`src/rtl/merge_arb_pkg.sv`:
```
// Purpose: shared constants and helpers for the merge arbiter and its round-robin grant logic.
// Latency: n/a (package only).
// Backpressure: n/a (package only).
// Contents: idx_width() gives the winner-index width (clog2, at least 1 bit);
//           last_rst() gives the pointer reset value so that input 0 has first priority.
package merge_arb_pkg;

    function automatic int idx_width(input int n);
        return (n <= 2) ? 1 : $clog2(n);
    endfunction

    // Pointer holds the most recent winner; resetting it to n-1 makes the
    // first search start at input 0.
    function automatic int last_rst(input int n);
        return n - 1;
    endfunction

endpackage

```
`src/rtl/merge_arbiter_break_dvr_rr_arbiter.sv`:
```
// Purpose: combinational round-robin grant; search starts one past ptr and wraps modulo N.
// Latency: zero cycles (pure combinational).
// Backpressure: none; grant simply follows req, no state kept here.
// Ports: req (N request bits), ptr (last winner), grant (one-hot or zero),
//        winner (binary index of granted bit), any (a grant exists).
module rr_arbiter
    import merge_arb_pkg::*;
#(
    parameter int N  = 4,
    parameter int IW = idx_width(N)
) (
    input  logic [N-1:0]  req,
    input  logic [IW-1:0] ptr,
    output logic [N-1:0]  grant,
    output logic [IW-1:0] winner,
    output logic          any
);

    always_comb begin
        int          start;
        logic [IW-1:0] sel;
        grant  = '0;
        winner = '0;
        any    = 1'b0;
        sel    = '0;
        // Modulo keeps the wrap correct for non-power-of-two N.
        start  = (int'(ptr) + 1) % N;
        for (int k = 0; k < N; k++) begin
            sel = IW'((start + k) % N);
            if (!any && req[sel]) begin
                grant[sel] = 1'b1;
                winner     = sel;
                any        = 1'b1;
            end
        end
    end

endmodule

```
`src/rtl/merge_arbiter_break_dvr.sv`:
```
// Purpose: N-input merge into a single one-slot break-DVR register (data, valid and ready all cut).
// Latency: accept in cycle t -> outs_valid in t+1; max one token every 2 cycles.
// Backpressure: ins_ready is zero while the slot is full; it never looks at outs_ready.
// Ports: ins/ins_valid/ins_ready (packed producers, input i at [i*DATA_TYPE +: DATA_TYPE]),
//        outs/outs_valid/outs_ready (registered consumer side), index (source of current payload).
// Config: define MERGE_ARB_FIXED_PRIORITY_EN for fixed lowest-index-wins priority (no pointer).
module merge_arbiter_break_dvr
    import merge_arb_pkg::*;
#(
    parameter int NUM_INPUTS = 4,
    parameter int DATA_TYPE  = 32,
    parameter int INDEX_TYPE = idx_width(NUM_INPUTS)
) (
    input  logic                            clk,
    input  logic                            rst,
    input  logic [NUM_INPUTS*DATA_TYPE-1:0] ins,
    input  logic [NUM_INPUTS-1:0]           ins_valid,
    output logic [NUM_INPUTS-1:0]           ins_ready,
    output logic [DATA_TYPE-1:0]            outs,
    output logic                            outs_valid,
    input  logic                            outs_ready,
    output logic [INDEX_TYPE-1:0]           index
);

    logic                  full;
    logic [DATA_TYPE-1:0]  data_reg;
    logic [INDEX_TYPE-1:0] idx_reg;
    logic [NUM_INPUTS-1:0] grant;
    logic [INDEX_TYPE-1:0] winner;
    logic                  any_grant;
    logic [INDEX_TYPE-1:0] ptr;
    logic                  accept;
    logic [DATA_TYPE-1:0]  ins_arr [NUM_INPUTS];

    for (genvar i = 0; i < NUM_INPUTS; i++) begin : g_unpack
        assign ins_arr[i] = ins[i*DATA_TYPE +: DATA_TYPE];
    end

`ifdef MERGE_ARB_FIXED_PRIORITY_EN
    // A constant pointer of N-1 makes every search start at input 0.
    assign ptr = INDEX_TYPE'(last_rst(NUM_INPUTS));
`else
    logic [INDEX_TYPE-1:0] last;

    // Pointer moves only on an actual accept, so a withdrawn grant
    // re-arbitrates from the same place next cycle.
    always_ff @(posedge clk) begin
        if (rst) begin
            last <= INDEX_TYPE'(last_rst(NUM_INPUTS));
        end else if (accept) begin
            last <= winner;
        end
    end

    assign ptr = last;
`endif

    rr_arbiter #(
        .N  (NUM_INPUTS),
        .IW (INDEX_TYPE)
    ) u_rr_arbiter (
        .req    (ins_valid),
        .ptr    (ptr),
        .grant  (grant),
        .winner (winner),
        .any    (any_grant)
    );

    assign accept    = !full && any_grant;
    assign ins_ready = full ? '0 : grant;

    // Drain and accept are mutually exclusive: a full slot never accepts,
    // which is what keeps outs_ready out of the ins_ready path.
    always_ff @(posedge clk) begin
        if (rst) begin
            full     <= 1'b0;
            data_reg <= '0;
            idx_reg  <= '0;
        end else if (full) begin
            if (outs_ready) begin
                full <= 1'b0;
            end
        end else if (any_grant) begin
            full     <= 1'b1;
            data_reg <= ins_arr[winner];
            idx_reg  <= winner;
        end
    end

    assign outs       = data_reg;
    assign outs_valid = full;
    assign index      = idx_reg;

endmodule

```
`config.mk`:
```
export PLATFORM = sky130hd
export DESIGN_NAME = merge_arbiter_break_dvr
export DESIGN_NICKNAME = d
export VERILOG_FILES = /design/src/rtl/merge_arb_pkg.sv /design/src/rtl/merge_arbiter_break_dvr_rr_arbiter.sv /design/src/rtl/merge_arbiter_break_dvr.sv
export SDC_FILE = /design/constraint.sdc
export NUM_CORES = 1
export LEC_CHECK = 0
export CAP_MARGIN = 10
export CORE_MARGIN = 2
export CORE_UTILIZATION = 30
export CTS_CLUSTER_SIZE = 10
export DETAILED_ROUTE_END_ITERATION = 8
export GPL_TIMING_DRIVEN = 0
export PLACE_DENSITY_LB_ADDON = 0.2
export SLEW_MARGIN = 20
export SYNTH_ARGS = -nofsm -noshare
export SYNTH_HDL_FRONTEND = slang
export SYNTH_SLANG_ARGS = --single-unit
```
`constraint.sdc`:
```
create_clock -name clk -period 8 [get_ports clk]
set_clock_uncertainty 0.1 [all_clocks]
set_input_delay 1.2 -clock clk [delete_from_list [all_inputs] [get_ports clk]]
set_output_delay 1.2 -clock clk [all_outputs]
set_load 0.005 [all_outputs]
```
=== Yosys cells after proc, flatten, opt, wreduce, memory -nomap -nowiden ===
Cells that the tools add are included.

* Output and inout port bits: 39
* Bits in registers: 37
* Input port bits: 135

* Magnitude comparators: 9
* Add/sub/neg operators: 4
* Bitwise logic cells: 5
* Muxes and demuxes: 35
* Reduce and logical (&&, ||, !) cells: 13

{| class="wikitable"
|+ Operators by type and width
! cell !! count
|-
| binary-select mux 32 bit (select 2 bit) || 1
|-
| two-way mux 32 bit || 2
|-
| two-way mux 4 bit || 5
|-
| two-way mux 1 bit || 15
|-
| less-than comparator 2 x 3 -> 1 bit, second input constant || 4
|-
| bitwise OR 4 bit || 3
|-
| binary-select mux 1 bit (select 2 bit) || 4
|-
| demux 1 bit (select 2 bit) || 4
|-
| greater-or-equal comparator 2 x 1 -> 1 bit, second input constant || 4
|-
| logical AND 1 bit || 8
|-
| two-way mux 2 bit || 4
|-
| adder 2 x 1 -> 2 bit, second input constant || 2
|-
| adder 2 bit, second input constant || 2
|-
| zero test 1 bit || 4
|-
| greater-or-equal comparator 3 bit, second input constant || 1
|-
| NOT 2 -> 3 bit || 1
|-
| AND reduction 2 bit || 1
|-
| NOT 1 bit || 1
|}

=== Longest topological paths before layout ===
* Depth after elaboration: 17
* Mapped depth: 11

=== Cells and area by module ===
From an unflattened synthesis, not the netlist that was laid out.

* Cells, all modules: 285
* Area total of the unflattened synthesis: 2706.3 um^2

{| class="wikitable"
|+ Modules (own cells, without submodules)
! module !! area an instance (um^2) !! cells each !! sequential area each (um^2) !! instances
|-
| merge_arbiter_break_dvr || 2109.5 || 203 || 740.7 || 1
|-
| rr_arbiter || 596.8 || 82 || 0.0 || 1
|}

=== Least setup slack after synthesis ===
OpenSTA, ideal clock, no wires.

* Path type: input to output
* Start point: in ins_valid[0]
* End point: out ins_ready[0]
* Data arrival time: 2546 ps
* Buffers on the path: 0
* Path slack: 4154 ps
* Stages: 5
* Data required time: 6700 ps
* Path through: mux4_2 > nor4_1 > a22oi_1 > o21a_1 > nor2_1

* Longest elaborated chain between the ends: 13
* Elaborated cells between the ends (all ways): 25
* Classes of those cells: 16 x mux; 3 x bitwise; 6 x reduce/logical

{| class="wikitable"
|+ Ends and longest elaborated chain
! what !! line !! source
|-
| from (decl) || merge_arbiter_break_dvr.sv:17 || <nowiki>input logic [NUM_INPUTS-1:0] ins_valid,</nowiki>
|-
| binary-select mux 1 bit (select 2 bit) || merge_arbiter_break_dvr_rr_arbiter.sv:30 || <nowiki>if (!any && req[sel]) begin</nowiki>
|-
| two-way mux 1 bit (implied by the code) || merge_arbiter_break_dvr_rr_arbiter.sv:30 ||
|-
| two-way mux 1 bit || merge_arbiter_break_dvr_rr_arbiter.sv:30 ||
|-
| zero test 1 bit || merge_arbiter_break_dvr_rr_arbiter.sv:30 ||
|-
| logical AND 1 bit || merge_arbiter_break_dvr_rr_arbiter.sv:30 ||
|-
| two-way mux 1 bit || merge_arbiter_break_dvr_rr_arbiter.sv:30 ||
|-
| zero test 1 bit || merge_arbiter_break_dvr_rr_arbiter.sv:30 ||
|-
| logical AND 1 bit || merge_arbiter_break_dvr_rr_arbiter.sv:30 ||
|-
| two-way mux 1 bit || merge_arbiter_break_dvr_rr_arbiter.sv:30 ||
|-
| zero test 1 bit || merge_arbiter_break_dvr_rr_arbiter.sv:30 ||
|-
| logical AND 1 bit || merge_arbiter_break_dvr_rr_arbiter.sv:30 ||
|-
| two-way mux 4 bit (*) || merge_arbiter_break_dvr_rr_arbiter.sv:30 ||
|-
| two-way mux 4 bit (*) || merge_arbiter_break_dvr.sv:70 || <nowiki>assign ins_ready = full ? '0 : grant;</nowiki>
|-
| to (decl) || merge_arbiter_break_dvr.sv:18 || <nowiki>output logic [NUM_INPUTS-1:0] ins_ready,</nowiki>
|}

Every way passes the cells marked *; elsewhere a longest branch is shown, timed or not. The select of a mux whose other input is x is not followed.

=== Final worst setup path ===
* Start point: in ins_valid[3]
* End point: out ins_ready[2]

Same word-level chain as after synthesis.

==> flow_metrics.env <==
export IMPL_period_needed_ns=5.066
export IMPL_cp_max_fo=7
export IMPL_cts_resized=0
export IMPL_maxSlewHeadroom=0.5518
export IMPL_cts_htree_levels=2
export IMPL_arrival_ns=3.77
export IMPL_fmax_mhz=197.4
export IMPL_die_h_microns=94.85
export IMPL_layout_drive_gt1_share=0.04784
export IMPL_place_ws_ns=2.953
export IMPL_wl_per_cell_microns=15.27
export IMPL_die_w_microns=94.85
export IMPL_crit_family="buffers and inverters"
export IMPL_mappedNetlistArea_sq_um=2476
export IMPL_n_antenna_cell=0
export IMPL_grt_use_total=0.1760
export IMPL_cts_hold_buf=0
export IMPL_cts_made_buffers=5
export IMPL_grt_pass1_wl_mm=12.43
export IMPL_p_leak_uw=0.001901
export IMPL_start_kind="input port"
export IMPL_synth_edf_count=0
export IMPL_io_buffers=173
export IMPL_ys_seq_area_frac=0.2991
export IMPL_yosys_warnings=0
export IMPL_synth_most_common_cell="mux2i_1"
export IMPL_nNetsFinal=581
export IMPL_fin_crit_sh=0.6332
export IMPL_hpwl_mm=6.501
export IMPL_ys_seq_elements=37
export IMPL_worstSetupPathType="in -> out"
export IMPL_initial_core_util=0.3060
export IMPL_ys_top_cells_by_area="dfxtp_1 30%, mux2i_1 28%, o221ai_1 12%, nand2_1 5.5%, ha_1 4.0%"
export IMPL_multi_input_area_sq_um=1587
export IMPL_cp_required_ns=6.70
export IMPL_ys_flop_type="dfxtp_1"
export IMPL_finalSetupTns_ns=0
export IMPL_final_setup_worst_slack_ns=2.934
export IMPL_worst_path_most_repeated_cell="clkdlybuf4s50_1"
export IMPL_clk_latency_ns=0.28
export IMPL_cp_num_buf_inv=2
export IMPL_route_detailed_drc=0
export IMPL_yosysTopAreaCellShare=0.2991
export IMPL_final_hold_violation_count=0
export IMPL_endpoint_kind="primary output"
export IMPL_cp_cell_sequence="clkdlybuf4s50_1 -> mux4_2 -> nor4_1 -> a22oi_1 -> o21a_1 -> nor2_1 -> clkdlybuf4s50_1"
export IMPL_netlist_top_cells_count="70 x mux2i_1, 37 x dfxtp_1, 36 x nand2_1"
export IMPL_syn_inst=258
export IMPL_drt_vias_per_instance=4.978
export IMPL_drv_slew=0
export IMPL_register_area_sq_um=740.7
export IMPL_async_reset_ff_frac=0
export IMPL_antenna_found_initial=0
export IMPL_power_density_nw_per_um2=373.5
export IMPL_cts_setup_buffers=0
export IMPL_pin_count=174
export IMPL_netlist_cell_type_count=32
export IMPL_vias=2708
export IMPL_irDropWorstVdd_v=0.0002078
export IMPL_final_util=0.5464
export IMPL_rows=33
export IMPL_grt_pass1_vias=2613
export IMPL_syn_avg_cell_area_sq_um=9.597
export IMPL_die_area_sq_um=8997
export IMPL_tightest_slew_ns=0.6536
export IMPL_syn2layout_area_growth_pct=78.57
export IMPL_cts_root_buf="clkbuf_8"
export IMPL_placed_cells=536
export IMPL_slowest_delay_ns=0.62
export IMPL_n_fill_cell=739
export IMPL_cts_tree="built"
export IMPL_antenna_left=0
export IMPL_maxCapViolCount=0
export IMPL_numClockSinks=37
export IMPL_slowest_stage="nor4_1"
export IMPL_gp_congestion=0.8447
export IMPL_dr_pass1_iters=4
export IMPL_rsz0062_at_grt="no"
export IMPL_drt_iter0_drc=45
export IMPL_routed_wl_mm=8.305
export IMPL_yosysTopAreaCell="dfxtp_1"
export IMPL_layoutNonFillerInstCount=544
export IMPL_core_sq_um=8093
export IMPL_grt_overflow_total=0
export IMPL_status="finished clean"
export IMPL_synth_fp_nets=401
export IMPL_path_clk_slew_ns=0.07
export IMPL_finalSetupViolCount=0
export IMPL_grt_max_degree=12
export IMPL_cts_path_max_buffers=2
export IMPL_hp_class="reg -> reg"
-- per-layer routing --
metal	vias to the layer above	track usage	wire length (microns)	share of wire
met4	0	0.06280	187	0.023
li1	1340	-	-	-
met3	16	0.04948	636	0.077
met2	114	0.2991	4153	0.50
met5	-	0	0	0
met1	1238	0.2118	3328	0.40
-- stage by stage --
stage / hold slack [ns] / total power [uW] / area (sq um)
6_report: 0.3625 / 1652 / 4422
5_1_grt: 0.3860 / 1789 / 4422
4_1_cts: 0.3667 / 1674 / 4422
3_5_place_dp: 0.3468 / 1541 / 4339
3_3_place_gp: 0.3441 / 1518 / 4339
2_1_floorplan: 0.3467 / 1151 / 2476
-- power by group --
group	switching [uW]	total, uW	internal, uW
clock network	68.7	129	60.5
logic	580	1230	648
registers	40.5	295	255
-- state kept, by name, summed over array words and instances, names as in the netlist --
register and count:
outs 32, outs_valid 1, index 2, last 2
-- cell usage in the layout, fill, tap and decap left out, drive strengths merged --
cell type	n
dfxtp	37
nor4	1
nand3	1
and2	2
mux4	1
or3b	1
o41ai	1
inv	3
o21ai	1
buf	12
clkdlybuf4s50	173
o221ai	33
o21a	5
nand2	36
mux2i	70
nor3	1
o311ai	1
a32oi	2
or3	1
a21oi	5
o22ai	1
or4	1
clkinv	2
nor2	10
nand2b	4
ha	8
clkbuf	13
mux2	2
or2	1
a22oi	8
nor2b	2
-- worst paths after layout --
path                    startpoint  slack, ns  depth (start not counted)                    end
max                   ins_valid[3]       2.93                          7           ins_ready[2]
min          index[1]$_SDFFE_PP0P_       0.36                          2  index[1]$_SDFFE_PP0P_
max reg2reg   last[0]$_SDFFE_PP1P_       4.20                         11  outs[29]$_SDFFE_PP0P_
min reg2reg  index[1]$_SDFFE_PP0P_       0.36                          2  index[1]$_SDFFE_PP0P_
-- area by class of cell --
cell class	instances	area share
clock buffers	6	0.01641
flip-flops and latches	37	0.1675
repair buffers	173	0.3916
inverters	3	0.002547
well taps	105	0.02971
plain buffers	19	0.03113
clock inverters	2	0.002264
multi-input cells	199	0.3588
-- kinds of logic (layout without fill, tap and decap cells) --
family / after synthesis / count (layout) / share of synthesized area
AND/OR/NAND/NOR: 61 / 61 / 0.1081
flip-flops: 37 / 37 / 0.2991
buffers and inverters: 22 / 203 / 0.06013
adder cells (fa/ha/maj): 8 / 8 / 0.04043
multiplexers: 73 / 73 / 0.3012
AO/OA/AOI/OAI: 57 / 57 / 0.1910
-- tightest hold or removal path, cell delays in order (launching register included) --
cell and delay (ns):
dfxtp_1 0.31, nand2_1 0.06, a21oi_1 0.05
No activity file was read; power rests on OpenSTA's default activity.
